[src/rtl/mem_port_sequencer_pkg.sv]
// Shared types and constants for the instruction/data memory port sequencer.
package mem_port_sequencer_pkg;

  typedef enum logic [2:0] {IDLE, FETCH, DECODE, DATA, COMMIT} seq_state_t;
  typedef enum logic [1:0] {NONE = 2'd0, LOAD = 2'd1, STORE = 2'd2} data_op_t;
  typedef enum logic [1:0] {BYTE = 2'd0, HALF = 2'd1, WORD = 2'd2} mem_size_t;

  localparam logic [31:0] NOP_INSTR = 32'h0000_0013;

  typedef struct packed {
    data_op_t    op;
    mem_size_t   size;
    logic        uns;
    logic [31:0] addr;
    logic [31:0] wdata;
  } data_req_t;

endpackage

[src/rtl/mem_port_sequencer_if.sv]
// Single-ported memory bus: request held stable until a ready cycle.
interface mem_port_sequencer_if;
  logic        mem_req_o;
  logic        mem_we_o;
  logic [3:0]  mem_be_o;
  logic [31:0] mem_addr_o;
  logic [31:0] mem_wdata_o;
  logic [31:0] mem_rdata_i;
  logic        mem_ready_i;

  modport master (output mem_req_o, mem_we_o, mem_be_o, mem_addr_o, mem_wdata_o,
                  input  mem_rdata_i, mem_ready_i);
  modport slave  (input  mem_req_o, mem_we_o, mem_be_o, mem_addr_o, mem_wdata_o,
                  output mem_rdata_i, mem_ready_i);
endinterface

[src/rtl/mem_port_sequencer_lsu_lane_align.sv]
// Byte-lane steering: store byte enables/replication and load extract/extend.
module lsu_lane_align
  import mem_port_sequencer_pkg::*;
(
  input  logic [1:0]  addrLo,
  input  mem_size_t   size,
  input  logic        uns,
  input  logic [31:0] wdata,
  input  logic [31:0] rdata,
  output logic [3:0]  be,
  output logic [31:0] wdataLanes,
  output logic [31:0] rdataExt
);

  logic [7:0]  rByte;
  logic [15:0] rHalf;

  always_comb begin
    case (addrLo)
      2'd0:    rByte = rdata[7:0];
      2'd1:    rByte = rdata[15:8];
      2'd2:    rByte = rdata[23:16];
      default: rByte = rdata[31:24];
    endcase
    rHalf = addrLo[1] ? rdata[31:16] : rdata[15:0];

    be         = 4'b1111;
    wdataLanes = wdata;
    rdataExt   = rdata;
    case (size)
      BYTE: begin
        be         = 4'b0001 << addrLo;
        wdataLanes = {4{wdata[7:0]}};
        rdataExt   = uns ? {24'b0, rByte} : {{24{rByte[7]}}, rByte};
      end
      HALF: begin
        be         = addrLo[1] ? 4'b1100 : 4'b0011;
        wdataLanes = {2{wdata[15:0]}};
        rdataExt   = uns ? {16'b0, rHalf} : {{16{rHalf[15]}}, rHalf};
      end
      default: ;
    endcase
  end

endmodule

[src/rtl/mem_port_sequencer.sv]
// Fetch / decode / data / commit sequencer over one shared variable-latency memory.
// Define ARB_TIMEOUT_EN to abort transfers after TIMEOUT_CYCLES wait cycles.
module mem_port_sequencer
  import mem_port_sequencer_pkg::*;
#(
  parameter int          TIMEOUT_CYCLES = 255,
  parameter logic [31:0] NOP_INSTR      = mem_port_sequencer_pkg::NOP_INSTR
) (
  input  logic        clk,
  input  logic        rst,
  input  logic [31:0] pc_i,
  input  logic [1:0]  data_op_i,
  input  logic [1:0]  data_size_i,
  input  logic        data_unsigned_i,
  input  logic [31:0] data_addr_i,
  input  logic [31:0] data_wdata_i,
  input  logic        squash_i,
  output logic [31:0] instr_o,
  output logic        instr_valid_o,
  output logic [31:0] load_data_o,
  output logic        advance_o,
  output logic        bus_err_o,
  mem_port_sequencer_if.master mem
);

  seq_state_t  state;
  logic [31:0] instrQ, loadQ;
  data_req_t   reqQ;
  logic [3:0]  beLanes;
  logic [31:0] wdataLanes, rdataExt;
  logic        noData, timeout, isStore;
  logic        unusedPc;

  assign unusedPc = ^pc_i[1:0];
  assign noData   = squash_i || (data_op_t'(data_op_i) == NONE);
  assign isStore  = (reqQ.op == STORE);

  lsu_lane_align uAlign (
    .addrLo     (reqQ.addr[1:0]),
    .size       (reqQ.size),
    .uns        (reqQ.uns),
    .wdata      (reqQ.wdata),
    .rdata      (mem.mem_rdata_i),
    .be         (beLanes),
    .wdataLanes (wdataLanes),
    .rdataExt   (rdataExt)
  );

`ifdef ARB_TIMEOUT_EN
  localparam int CNT_W = ($clog2(TIMEOUT_CYCLES + 1) > 8) ? $clog2(TIMEOUT_CYCLES + 1) : 8;
  logic [CNT_W-1:0] waitCnt;
  logic             errQ;

  // Counter idles at zero outside FETCH/DATA, so it is clear on every entry.
  always_ff @(posedge clk) begin
    if (rst || !mem.mem_req_o) waitCnt <= '0;
    else if (!mem.mem_ready_i) waitCnt <= waitCnt + 1'b1;
  end

  assign timeout   = mem.mem_req_o && !mem.mem_ready_i &&
                     (waitCnt == CNT_W'(TIMEOUT_CYCLES - 1));
  assign bus_err_o = (state == COMMIT) && errQ;
`else
  localparam int unusedTimeout = TIMEOUT_CYCLES;
  assign timeout   = 1'b0;
  assign bus_err_o = 1'b0;
`endif

  always_ff @(posedge clk) begin
    if (rst) begin
      state  <= IDLE;
      instrQ <= NOP_INSTR;
      loadQ  <= '0;
      reqQ   <= '0;
`ifdef ARB_TIMEOUT_EN
      errQ   <= 1'b0;
`endif
    end else begin
      case (state)
        IDLE: state <= FETCH;
        FETCH: begin
          if (mem.mem_ready_i) begin
            instrQ <= mem.mem_rdata_i;
            state  <= DECODE;
          end else if (timeout) begin
            instrQ <= NOP_INSTR;
            loadQ  <= '0;
            state  <= COMMIT;
`ifdef ARB_TIMEOUT_EN
            errQ   <= 1'b1;
`endif
          end
        end
        DECODE: begin
          if (noData) begin
            state <= FETCH;
          end else begin
            reqQ  <= '{op: data_op_t'(data_op_i), size: mem_size_t'(data_size_i),
                       uns: data_unsigned_i, addr: data_addr_i, wdata: data_wdata_i};
            state <= DATA;
          end
        end
        DATA: begin
          if (mem.mem_ready_i) begin
            if (!isStore) loadQ <= rdataExt;
            state <= COMMIT;
          end else if (timeout) begin
            loadQ <= '0;
            state <= COMMIT;
`ifdef ARB_TIMEOUT_EN
            errQ  <= 1'b1;
`endif
          end
        end
        COMMIT: begin
          state <= FETCH;
`ifdef ARB_TIMEOUT_EN
          errQ  <= 1'b0;
`endif
        end
        default: state <= IDLE;
      endcase
    end
  end

  // Fetch address follows the live PC, which the core updates on advance_o.
  assign mem.mem_req_o   = (state == FETCH) || (state == DATA);
  assign mem.mem_we_o    = (state == DATA) && isStore;
  assign mem.mem_be_o    = (state == FETCH) ? 4'b1111 : (state == DATA) ? beLanes : 4'b0000;
  assign mem.mem_addr_o  = (state == FETCH) ? {pc_i[31:2], 2'b00} :
                           (state == DATA)  ? {reqQ.addr[31:2], 2'b00} : 32'h0;
  assign mem.mem_wdata_o = mem.mem_we_o ? wdataLanes : 32'h0;

  assign instr_o       = instrQ;
  assign instr_valid_o = (state == DECODE) || (state == DATA) || (state == COMMIT);
  assign advance_o     = ((state == DECODE) && noData) || (state == COMMIT);
  assign load_data_o   = loadQ;

endmodule

[src/flat_wrapper.sv]
// flat-port wrapper written by rule: the top's interface ports become plain ports
module mem_port_sequencer_flat import mem_port_sequencer_pkg::*;
#(
  parameter int          TIMEOUT_CYCLES = 255,
  parameter logic [31:0] NOP_INSTR      = mem_port_sequencer_pkg::NOP_INSTR
)
  (clk, rst, pc_i, data_op_i, data_size_i, data_unsigned_i, data_addr_i, data_wdata_i, squash_i, instr_o, instr_valid_o, load_data_o, advance_o, bus_err_o, mem_mem_req_o, mem_mem_we_o, mem_mem_be_o, mem_mem_addr_o, mem_mem_wdata_o, mem_mem_rdata_i, mem_mem_ready_i);
  mem_port_sequencer_if mem_i ();
  input  logic clk;
  input  logic rst;
  input  logic [31:0] pc_i;
  input  logic [1:0] data_op_i;
  input  logic [1:0] data_size_i;
  input  logic data_unsigned_i;
  input  logic [31:0] data_addr_i;
  input  logic [31:0] data_wdata_i;
  input  logic squash_i;
  output logic [31:0] instr_o;
  output logic instr_valid_o;
  output logic [31:0] load_data_o;
  output logic advance_o;
  output logic bus_err_o;
  output wire logic [$bits(mem_i.mem_req_o)-1:0] mem_mem_req_o;
  output wire logic [$bits(mem_i.mem_we_o)-1:0] mem_mem_we_o;
  output wire logic [$bits(mem_i.mem_be_o)-1:0] mem_mem_be_o;
  output wire logic [$bits(mem_i.mem_addr_o)-1:0] mem_mem_addr_o;
  output wire logic [$bits(mem_i.mem_wdata_o)-1:0] mem_mem_wdata_o;
  input wire logic [$bits(mem_i.mem_rdata_i)-1:0] mem_mem_rdata_i;
  input wire logic [$bits(mem_i.mem_ready_i)-1:0] mem_mem_ready_i;
  assign mem_mem_req_o = mem_i.mem_req_o;
  assign mem_mem_we_o = mem_i.mem_we_o;
  assign mem_mem_be_o = mem_i.mem_be_o;
  assign mem_mem_addr_o = mem_i.mem_addr_o;
  assign mem_mem_wdata_o = mem_i.mem_wdata_o;
  assign mem_i.mem_rdata_i = mem_mem_rdata_i;
  assign mem_i.mem_ready_i = mem_mem_ready_i;
  mem_port_sequencer #(.TIMEOUT_CYCLES(TIMEOUT_CYCLES), .NOP_INSTR(NOP_INSTR)) u_core (.clk(clk), .rst(rst), .pc_i(pc_i), .data_op_i(data_op_i), .data_size_i(data_size_i), .data_unsigned_i(data_unsigned_i), .data_addr_i(data_addr_i), .data_wdata_i(data_wdata_i), .squash_i(squash_i), .instr_o(instr_o), .instr_valid_o(instr_valid_o), .load_data_o(load_data_o), .advance_o(advance_o), .bus_err_o(bus_err_o), .mem(mem_i));
endmodule
[config.mk]
export PLATFORM = sky130hd
export DESIGN_NAME = mem_port_sequencer_flat
export DESIGN_NICKNAME = d
export VERILOG_FILES = /design/src/rtl/mem_port_sequencer_pkg.sv /design/src/rtl/mem_port_sequencer_if.sv /design/src/rtl/mem_port_sequencer_lsu_lane_align.sv /design/src/rtl/mem_port_sequencer.sv /design/src/flat_wrapper.sv
export SDC_FILE = /design/constraint.sdc
export NUM_CORES = 1
export LEC_CHECK = 0
export CORE_UTILIZATION = 35
export CTS_CLUSTER_SIZE = 16
export DETAILED_ROUTE_END_ITERATION = 6
export GPL_TIMING_DRIVEN = 0
export PLACE_DENSITY = 0.67
export SLEW_MARGIN = 40
export SYNTH_ARGS = -nofsm -noshare
export SYNTH_HDL_FRONTEND = slang
export SYNTH_SLANG_ARGS = --single-unit
[constraint.sdc]
create_clock -name clk -period 2.5 [get_ports clk]
set_input_delay 0.5 -clock clk [delete_from_list [all_inputs] [get_ports clk]]
set_output_delay 0.5 -clock clk [all_outputs]
set_load 0.005 [all_outputs]
; ---- Word-level counts from Yosys, hierarchy flattened
; Cells that the tools add are included.
; Widths: inputs -> output; s select.
[totals]
regBits = 136
[classes]
shift = 1
bitwise_logic = 2
eq_ne = 10
muxes = 17
n_reduce_logical = 16
[ops]
columns = op, n
row1 = $mux 32, 5
row2 = $pmux 32 s2, 2
row3 = $pmux 8 s3, 1
row4 = $mux 16, 1
row5 = $mux 4, 3
row6 = $pmux 3 s4, 1
row7 = $pmux 4 s2, 1
row8 = $eq 3x2->1 const B, 2
row9 = $logic_not 2->1, 3
row10 = $mux 3, 2
row11 = $reduce_and 2->1, 3
row12 = $logic_or 1x1->1, 5
row13 = $eq 2x1->1 const B, 2
row14 = $eq 2x2->1 const B, 2
row15 = $ne 2x2->1 const B, 2
row16 = $shl 1x2->4 const A, 1
row17 = $eq 3x1->1 const B, 1
row18 = $eq 3x3->1 const B, 1
row19 = $logic_not 3->1, 1
row20 = $reduce_and 3->1, 1
row21 = $logic_and 1x1->1, 2
row22 = $mux 2, 1
row23 = $not 1->1, 2
row24 = $reduce_or 2->1, 1

; ---- Depth between registers and ports, before layout
; Gate-level depths: netlist (run 1).
[depth]
ltp_word = 4
depth_mapped = 8
depth_no_buf = 5

; ---- Modules after synthesis
; A second synthesis (run 1) with hierarchy kept.
[hier_totals]
hier_cells = 890
hier_area_um2 = 7739.9
[modules_own_cells]
columns = mod, n_inst, seq_area_each_um2, area_per_inst_um2, cells_each
row1 = mem_port_sequencer, 1, 2722.6, 6556.3, 720
row2 = lsu_lane_align, 1, 0.0, 1183.6, 170

; ---- Worst setup path before layout (run 1)
; Ideal clock, no wire load.
[synth_path]
kind = flip-flop to output port
from = register u_core.state[0]
to = output port mem_mem_wdata_o[12]
required_time_ns = 2.000
path_stages_with_launch = 8
slack_ns = 0.741
n_path_buf = 3
t_arrival_ns = 1.259
path_cell_list = dfxtp_1 buf_2 nand2b_1 buf_2 inv_1 nand3_1 buf_2 a21oi_1
[synth_between]
elab_chain_len = 3
[synth_lines]
columns = element, line_no
row1 = from (decl), mem_port_sequencer.sv:26  ; seq_state_t state;
row2 = from (signal assigned), mem_port_sequencer.sv:71  ; state <= IDLE;
row3 = from (signal assigned), mem_port_sequencer.sv:80  ; IDLE: state <= FETCH;
row4 = from (signal assigned), mem_port_sequencer.sv:84  ; state <= DECODE;
row5 = $eq 3x2->1, mem_port_sequencer.sv:128  ; assign mem.mem_we_o = (state == DATA) && isStore;
row6 = $logic_and 1x1->1, mem_port_sequencer.sv:128
row7 = $mux 32, mem_port_sequencer.sv:132  ; assign mem.mem_wdata_o = mem.mem_we_o ? wdataLanes : 32'h0;
row8 = to (decl), flat_wrapper.sv:27  ; output wire logic [$bits(mem_i.mem_wdata_o)-1:0] mem_mem_wdata_o;
; No other way between the ends.

; ---- Worst setup path after layout (run 1)
[layout_path]
from = register u_core.state[2]
to = output port mem_mem_wdata_o[24]
; Same word-level chain as after synthesis.

==> results_dict.tcl, run 1 <==
set metrics [dict create \
    number_of_warnings_issued_by_yosys 0 \
    drive_gt1_frac 0.107 \
    synth_flop_type "dfxtp_1" \
    layout.nets 1264 \
    yosys.cell_types.count 43 \
    cp.required_ps 2000 \
    total_power_consumption_of_the_routed_design_uw 5350 \
    synth.avg_cell_area_um2 7.66 \
    gr-total-overflow 0 \
    synth-edff-count 0 \
    core.rowCount 48 \
    timing.max_slew.rel_slack 0.518 \
    clock_transition_at_path_regs_ps 50 \
    place_hpwl_mm 17.3 \
    clock_tree.buffer_depth 2 \
    die_height_um 137 \
    post_layout_nonfiller_instances 1358 \
    seq_power_share 0.423 \
    cts-root-buf "clkbuf_16" \
    critPathArrivalTime_ps 2030 \
    hold_class "register to register" \
    drt-pass1-iter-count 5 \
    cp_cell_sequence "nand2b_1, buf_6, inv_4, nand3_4, buf_6, nor2_2, clkdlybuf4s50_1" \
    sw_pwr_uw 1260 \
    worstSkewPairLatency_ps 420 \
    worst_setup_path_end_kind "output pin" \
    ys_async_sr_fraction 0 \
    fp.dieArea_mm2 0.0187 \
    tritoncts "built" \
    core_region_area_mm2 0.0175 \
    antenna_violations_before_repair 2 \
    wire_length_of_the_first_global_routing_pass_mm 34.8 \
    report.final.hold_viol_count 0 \
    r2r-start "u_core.state[2]$_SDFFE_PP0P_" \
    routedWlPerCell_um 17.0 \
    die_width_um 137 \
    worst_ir_drop_vdd_mv 0.470 \
    finalClockSkew_ps 8.81 \
    p_sw_frac 0.236 \
    clock.fmax_mhz 396 \
    hold-path-endpoint "u_core.instr_o[15]$_SDFFE_PP0P_" \
    dp.cells 1322 \
    globalRouteTotalUtil 0.249 \
    timing.critical_path.slowest_cell_delay_ps 510 \
    route.final.wire_length_mm 23.0 \
    combPwrFrac 0.150 \
    timing.critical_path.slowest_stage_cell "clkdlybuf4s50_1" \
    crit_type "register to output pin" \
    power.static_leakage_uw 0.00364 \
    h-tree-depth 4 \
    synth.cell_area_mm2 0.00634 \
    synthToLayoutAreaGrowth_pct 58.6 \
    num_io_pins 274 \
    run_status "complete, but fails checks" \
    timing.hold.worst_path_depth 2 \
    tightestPinTransition_ps 723 \
    internal-power_uw 4080 \
    via_count 6811 \
    timing.final.max_slew_violations 0 \
    finalWorstPathRequiredPeriod_ps 2530 \
    regToRegSetupSlack_ps 560 \
    layout_commonest_cell "nand2_1" \
    routed_antenna_nets 0 \
    gp_congestion 0.886 \
    most_used_cells_in_the_layout_excluding_fill_and_tap_cells "nand2_1 (241), clkdlybuf4s50_1 (236), dfxtp_1 (132)" \
    final_critical_path_setup_slack_ps -27.4 \
    critical_path.startpoint_type "register" \
    m1WireLength_mm 9.54 \
    critPathMaxFanout 10 \
    hp-start "u_core.instr_o[15]$_SDFFE_PP0P_" \
    floorplan.initialDensity 0.363 \
    drt-vias-per-instance 5.02 \
    drt_iter0_markers 337 \
    clock-sinks 136 \
    share_clk_of_total_power 0.427 \
    report.final.setup_viol 1 \
    synth.ff_latch_count 136 \
    timing.max_cap.violations 0 \
    synthCells 828 \
    layout_worst_path_cycle_share 1.01 \
    timing.critical_path.mode_cell "buf_6" \
    number_of_global_route_vias_before_repair 6563 \
    maximum_number_of_pins_on_one_net_before_global_route_repair 17 \
    place.port_buffers 267 \
    timing.reg2reg.worst_path_depth 6 \
    drc_errors 0 \
    whs_ps 453 \
    n_antenna_cell 0 \
    pwr_density_cell_mw_per_mm2 532 \
    violations "setup timing" \
    unrepaired_setup_endpoints_after_global_routing "yes" \
    top_signal_layer_used "met4" \
    tritoncts.num_buffers 17 \
    wl_met3_mm 2.07 \
    met2WireLength_mm 10.7 \
    crit-reg2reg-capture "u_core.reqQ[33]$_SDFFE_PP0P_" \
    yosysSeqAreaShare 0.429 \
]
==> routing by layer <==
layer	track usage	vias to the layer above
met5	0	-
met4	0.118	0
met3	0.0785	49
met2	0.408	272
met1	0.294	3122
li1	-	3368
==> cell usage after synthesis, types with 8 or more instances <==
cell        n  area, µm²
mux2i_1    48        480
and2_1      8       50.1
dfxtp_1   136       2720
a211oi_1   20        150
nor2_1     94        353
a21oi_1   130        651
buf_2      29        145
a22oi_1     8       60.1
clkbuf_1   29        109
a211oi_2   10        125
nand2_1   241        905
==> what timing repair did <==
item,in CTS,in global routing
resized for setup,72,22
gates cloned,1,0
hold buffers,0,0
setup buffers,9,3
pin swaps,2,1
endpoints found under the setup margin,68,24
endpoints found under the hold margin,0,0
==> final cells by class <==
type / count / area (µm²)
Buffer: 67 / 423
Clock buffer: 20 / 467
Clock inverter: 5 / 52.6
Fill cell: 1662 / 7420
Inverter: 4 / 22.5
Multi-Input combinational cell: 621 / 3320
Sequential cell: 136 / 2730
Tap cell: 225 / 282
Timing Repair Buffer: 280 / 2760
==> critical path, delay by kind of cell, from the launching register on <==
| family | cells | cell delay (ps) |
|---|---|---|
| buffers and inverters | 4 | 890 |
| DFF | 1 | 340 |
| and+or+nand+nor | 3 | 380 |
==> worst max path at each step <==
stage                                            start             endpoint  slack, ps  cells past startpoint
final                     u_core.state[2]$_SDFFE_PP0P_  mem_mem_wdata_o[24]        -30                      7
after global routing      u_core.state[0]$_SDFFE_PP0P_  mem_mem_wdata_o[24]       -110                      8
after CTS                 u_core.state[2]$_SDFFE_PP0P_  mem_mem_wdata_o[24]       -120                      7
after detailed placement  u_core.state[1]$_SDFFE_PP0P_  mem_mem_wdata_o[31]       -170                      5
after global placement    u_core.reqQ[66]$_SDFFE_PP0P_  mem_mem_wdata_o[31]       -140                      5
after floorplan           u_core.state[0]$_SDFFE_PP0P_  mem_mem_wdata_o[12]        740                      7
==> sequential cells by signal, indices dropped and copies added, names as in the netlist <==
signal	flops
u_core.reqQ	69
u_core.instr_o	32
u_core.load_data_o	32
u_core.state	3
==> power groups by stage <==
stage / Clock [µW] / Sequential [µW] / Combinational [µW]
2_1_floorplan: 0 / 2310 / 288
3_3_place_gp: 0 / 2310 / 773
3_5_place_dp: 0 / 2310 / 776
4_1_cts: 2320 / 2260 / 798
5_1_grt: 2400 / 2270 / 869
6_report: 2280 / 2260 / 802
==> through the flow <==
stage / setup TNS, ps / utilization / instance area [µm²] / setup WS (ps)
4_1_cts: -643 / 0.571 / 9970 / -117
3_5_place_dp: -2940 / 0.532 / 9300 / -169
5_1_grt: -126 / 0.575 / 10100 / -106
6_report: -27.4 / 0.575 / 10100 / -27.4
2_1_floorplan: 0 / - / 6350 / 741
3_3_place_gp: -2160 / 0.532 / 9300 / -137
==> kinds of logic (layout without fill, tap and decap cells) <==
kind of cell / count (synthesis) / count (layout) / share of synthesized area
buffers and inverters: 73 / 376 / 0.0555
AO/OA/AOI/OAI: 189 / 189 / 0.184
other: 1 / 3 / 0.000591
AND/OR/NAND/NOR: 372 / 372 / 0.238
XOR/XNOR: 1 / 1 / 0.00138
multiplexers: 56 / 56 / 0.0904
flip-flops: 136 / 136 / 0.429
Power figures use the tool's default switching activity.
==> run 2: changes to the inputs <==
--- a/config.mk
+++ b/config.mk
@@ -5,11 +5,13 @@
 export SDC_FILE = /design/constraint.sdc
 export NUM_CORES = 1
 export LEC_CHECK = 0
+export CAP_MARGIN = 10
 export CORE_UTILIZATION = 35
 export CTS_CLUSTER_SIZE = 16
 export DETAILED_ROUTE_END_ITERATION = 6
+export DONT_BUFFER_PORTS = 1
 export GPL_TIMING_DRIVEN = 0
-export PLACE_DENSITY = 0.67
+export PLACE_DENSITY_LB_ADDON = 0.25
 export SLEW_MARGIN = 40
 export SYNTH_ARGS = -nofsm -noshare
 export SYNTH_HDL_FRONTEND = slang
==> results_dict.tcl, run 2 (same netlist as run 1, synthesis figures left out) <==
set metrics [dict create \
    core_region_area_mm2 0.0175 \
    number_of_global_route_vias_before_repair 5298 \
    pwr_density_cell_mw_per_mm2 714 \
    critPathArrivalTime_ps 1930 \
    gr-total-overflow 0 \
    fp.dieArea_mm2 0.0187 \
    timing.max_slew.rel_slack 0.507 \
    report.final.hold_viol_count 0 \
    worst_ir_drop_vdd_mv 0.576 \
    final_critical_path_setup_slack_ps 68.7 \
    largest_register "u_core.reqQ" \
    globalRouteTotalUtil 0.228 \
    timing.final.max_slew_violations 0 \
    report.final.setup_viol 0 \
    num_io_pins 274 \
    dp.cells 1055 \
    via_count 5863 \
    tritoncts "built" \
    layout_worst_path_cycle_share 0.973 \
    run_status "finished clean" \
    drc_errors 0 \
    cts-hold-fix-buffers 0 \
    critical_path.startpoint_type "register" \
    clock_transition_at_path_regs_ps 60 \
    drt-pass1-iter-count 5 \
    drt-vias-per-instance 5.39 \
    crit_type "register to output pin" \
    post_layout_nonfiller_instances 1088 \
    h-tree-depth 4 \
    timing.max_cap.violations 0 \
    clock_tree.buffer_depth 2 \
    cts-root-buf "clkbuf_16" \
    core.rowCount 48 \
    hp-start "data_wdata_i[17]" \
    die_width_um 137 \
    dp_slack_ps 115 \
    power.static_leakage_uw 0.00234 \
    finalClockSkew_ps 7.35 \
    cts_setup_buffers 0 \
    clock-sinks 136 \
    gp_congestion 0.828 \
    layout_commonest_cell "nand2_1" \
    tightestPinTransition_ps 740 \
    route.final.wire_length_mm 21.4 \
    die_height_um 137 \
    routedWlPerCell_um 19.7 \
    synthToLayoutAreaGrowth_pct 14.5 \
    drt_iter0_markers 331 \
    setup.worst_path.start "u_core.state[0]$_SDFFE_PP0P_" \
    cp.required_ps 2000 \
    critPathMaxFanout 10 \
    hold_class "primary input to register" \
    drive_gt1_frac 0.116 \
    place.port_buffers 0 \
    place_hpwl_mm 16.3 \
    largest_register_ffs 69 \
    most_used_cells_in_the_layout_excluding_fill_and_tap_cells "nand2_1 (241), dfxtp_1 (135), a21oi_1 (128)" \
    maximum_number_of_pins_on_one_net_before_global_route_repair 17 \
    routed_antenna_nets 0 \
    worstSkewPairLatency_ps 420 \
    tritoncts.num_buffers 17 \
    worst_setup_path_end_kind "output pin" \
    antenna_violations_before_repair 1 \
    finalWorstPathRequiredPeriod_ps 2430 \
    floorplan.initialDensity 0.363 \
    layout.nets 986 \
    r2r-start "u_core.state[0]$_SDFFE_PP0P_" \
    clock.fmax_mhz 411 \
    wire_length_of_the_first_global_routing_pass_mm 31.3 \
]
## run 2: cell types whose count changed in the layout (fill, tap and decap cells not counted), sizes merged
cell	previous run	this run
clkdlybuf4s50	236	0
dlygate4sd2	25	0
buf	54	39
dlymetal6s2s	6	0
clkinv	4	8
clkbuf	46	49
clkinvlp	1	4
bufinv	1	3
diode	0	1
inv	3	2
## run 2: stage by stage
step	hold slack, ps	total power (µW)	setup TNS [ps]	area [µm²]	utilization
after floorplan	432	2590	0	6350	-
after detailed placement	446	2700	0	6630	0.379
after CTS	192	5240	0	7240	0.414
after global routing	192	5370	-2.37	7260	0.415
after global placement	444	2690	0	6630	0.379
final	210	5180	0	7260	0.415
## run 2: what timing repair did
item                                    4_1_cts  5_1_grt
endpoints found under the setup margin       39       30
gates resized for setup                       7        9
gates cloned                                  0        0
endpoints found under the hold margin         0        0
## run 2: worst max-delay path, stage by stage, from the launching register on
cell        delay (ps)
dfxtp_1            300
buf_2              180
nand2b_1            70
buf_4              180
clkinvlp_4         170
nand3_4            150
clkbuf_4           240
a21oi_1            210
## run 2: layout make-up
cell class,count,area (µm²)
Clock buffer,19,433
Buffer,69,347
Antenna cell,1,2.50
Multi-Input combinational cell,621,3300
Sequential cell,136,2720
Clock inverter,13,155
Tap cell,225,282
Fill cell,1855,10200
Inverter,4,18.8
## run 2: path summary, 6_finish.rpt
check	slack, ps	endpoint	cells past startpoint
worst min register to register	450	u_core.reqQ[68]$_SDFFE_PP0P_	2
worst max register to register	540	u_core.instr_o[10]$_SDFFE_PP0P_	7
worst max-delay path	70	mem_mem_wdata_o[15]	7
worst min-delay path	210	u_core.reqQ[17]$_SDFFE_PP0P_	2
## run 2: power breakdown
group | internal [µW] | leakage (µW) | switching (µW)
clock | 1560 | 0.000282 | 970
sequential | 2230 | 0.00110 | 46.1
combinational | 133 | 0.000958 | 244
total | 3920 | 0.00234 | 1260
## run 2: layer usage
layer	vias to the layer above	track usage	wire length [µm]	part of all wire
met5	-	0	0	0
met4	0	0.0673	391	0.018
met3	26	0.0841	2300	0.11
met2	273	0.386	10300	0.48
met1	2744	0.267	8500	0.40
li1	2820	-	-	-
==> run 3: changes to the inputs <==
--- a/config.mk
+++ b/config.mk
@@ -6,7 +6,7 @@
 export NUM_CORES = 1
 export LEC_CHECK = 0
 export CAP_MARGIN = 10
-export CORE_UTILIZATION = 35
+export CORE_UTILIZATION = 45
 export CTS_CLUSTER_SIZE = 16
 export DETAILED_ROUTE_END_ITERATION = 6
 export DONT_BUFFER_PORTS = 1
==> results_dict.tcl, run 3 (same netlist as run 1, synthesis figures left out) <==
set metrics [dict create \
    routedWlPerCell_um 18.7 \
    combPwrFrac 0.069 \
    clock_transition_at_path_regs_ps 70 \
    cts-root-buf "clkbuf_16" \
    finalWorstPathRequiredPeriod_ps 2410 \
    floorplan.initialDensity 0.459 \
    whs_ps 200 \
    core_region_area_mm2 0.0138 \
    gr-total-overflow 0 \
    post_layout_nonfiller_instances 1041 \
    place.port_buffers 0 \
    critPathMaxFanout 10 \
    report.final.setup_viol 0 \
    post-route-cell-area_mm2 0.00724 \
    critPathArrivalTime_ps 1910 \
    run_status "finished clean" \
    layout_commonest_cell "nand2_1" \
    total_power_consumption_of_the_routed_design_uw 5340 \
    cts_setup_buffers 0 \
    route.final.wire_length_mm 19.5 \
    tritoncts "built" \
    dp.cells 1010 \
    globalRouteTotalUtil 0.268 \
    crit-reg2reg-capture "u_core.instr_o[25]$_SDFFE_PP0P_" \
    drive_gt1_frac 0.116 \
    fp.dieArea_mm2 0.0146 \
    tritoncts.num_buffers 17 \
    cp_cell_sequence "buf_2, nand2b_1, clkbuf_4, inv_2, nand3_4, buf_2, a21oi_1" \
    power.static_leakage_uw 0.00236 \
    antenna_violations_before_repair 0 \
    routed_antenna_nets 0 \
    timing.max_slew.rel_slack 0.509 \
    setup.worst_path.start "u_core.state[0]$_SDFFE_PP0P_" \
    sw_pwr_uw 1220 \
    share_clk_of_total_power 0.506 \
    die_width_um 121 \
    critical_path.startpoint_type "register" \
    drc_errors 0 \
    die_height_um 121 \
    clock_tree.buffer_depth 2 \
    drt-pass1-iter-count 4 \
    h-tree-depth 4 \
    core.rowCount 43 \
    synthToLayoutAreaGrowth_pct 14.2 \
    report.final.hold_viol_count 0 \
    n_antenna_cell 0 \
    wire_length_of_the_first_global_routing_pass_mm 29.3 \
    place_hpwl_mm 14.7 \
    pwr_density_cell_mw_per_mm2 738 \
    number_of_global_route_vias_before_repair 5322 \
    gp_congestion 0.860 \
    regToRegSetupSlack_ps 570 \
    layout_worst_path_cycle_share 0.965 \
    worstSkewPairLatency_ps 430 \
    seq_power_share 0.425 \
    hold-path-endpoint "u_core.instr_o[18]$_SDFFE_PP0P_" \
    p_sw_frac 0.228 \
    drt_iter0_markers 323 \
    timing.critical_path.slowest_cell_delay_ps 300 \
    timing.max_cap.violations 0 \
    most_used_cells_in_the_layout_excluding_fill_and_tap_cells "nand2_1 (241), dfxtp_1 (135), a21oi_1 (129)" \
    tightestPinTransition_ps 736 \
    timing.critical_path.mode_cell "buf_2" \
    timing.hold.worst_path_depth 2 \
    unrepaired_setup_endpoints_after_global_routing "yes" \
    largest_register_ffs 69 \
    worst_ir_drop_vdd_mv 0.442 \
    num_io_pins 274 \
    layout.nets 986 \
    largest_register "u_core.reqQ" \
    number_of_filler_cells_placed_in_the_layout 1385 \
    cp.required_ps 2000 \
    crit_type "register to output pin" \
    hold_class "primary input to register" \
    clock.fmax_mhz 415 \
    maximum_number_of_pins_on_one_net_before_global_route_repair 17 \
    finalClockSkew_ps 13.9 \
    drt-vias-per-instance 5.53 \
    via_count 5757 \
    timing.reg2reg.worst_path_depth 7 \
    timing.critical_path.slowest_stage_cell "dfxtp_1" \
    placement.cell_area_mm2 0.00657 \
    hp-start "mem_mem_rdata_i[18]" \
    r2r-start "u_core.state[0]$_SDFFE_PP0P_" \
    cts-hold-fix-buffers 0 \
    clock-sinks 136 \
    internal-power_uw 4120 \
    worst_setup_path_end_kind "output pin" \
    timing.final.max_slew_violations 0 \
]
## run 3: power groups by stage
stage / Sequential [µW] / Clock [µW] / Combinational [µW]
detailed placement: 2320 / 0 / 368
global placement: 2320 / 0 / 364
finish: 2270 / 2700 / 370
global route: 2280 / 2800 / 412
floorplan: 2310 / 0 / 288
CTS: 2270 / 2720 / 371
## run 3: layout make-up
type	count	area (µm²)	area share
Multi-Input combinational cell	621	3300	0.455
Clock inverter	8	143	0.0197
Clock buffer	23	488	0.0674
Inverter	4	18.8	0.00259
Buffer	69	347	0.0479
Sequential cell	136	2720	0.376
Tap cell	180	225	0.0311
## run 3: through the flow
| step | setup WS [ps] | utilization | TNS [ps] |
|---|---|---|---|
| 2_1_floorplan | 741 | - | 0 |
| 3_3_place_gp | 104 | 0.475 | 0 |
| 3_5_place_dp | 107 | 0.475 | 0 |
| 4_1_cts | 43.5 | 0.522 | 0 |
| 5_1_grt | -15.4 | 0.524 | -31.9 |
| 6_report | 88.6 | 0.524 | 0 |
## run 3: what timing repair did
action                                 4_1_cts  5_1_grt
endpoints found under the hold margin        0        0
setup endpoints to repair                   63       31
gates resized for setup                      7        9
## run 3: worst max-delay path by stage
stage / end / slack, ps / cells past startpoint
4_1_cts: mem_mem_wdata_o[28] / 40 / 5
2_1_floorplan: mem_mem_wdata_o[12] / 740 / 7
3_5_place_dp: mem_mem_wdata_o[6] / 110 / 4
3_3_place_gp: mem_mem_wdata_o[22] / 100 / 4
6_report: mem_mem_wdata_o[13] / 90 / 7
5_1_grt: mem_mem_wdata_o[13] / -20 / 7
## run 3: per-layer routing
layer,global-route usage,vias up,part of all wire
met1,0.323,2703,0.41
met5,0,-,0
met2,0.445,225,0.48
li1,-,2808,-
met4,0.0934,0,0.015
met3,0.0882,21,0.090
## run 3: critical path: cells and delay by family, from the launching register on
family | cells | cell delay (ps)
compound gates | 1 | 220
simple gates | 2 | 220
buf+inv | 4 | 760
flops | 1 | 300
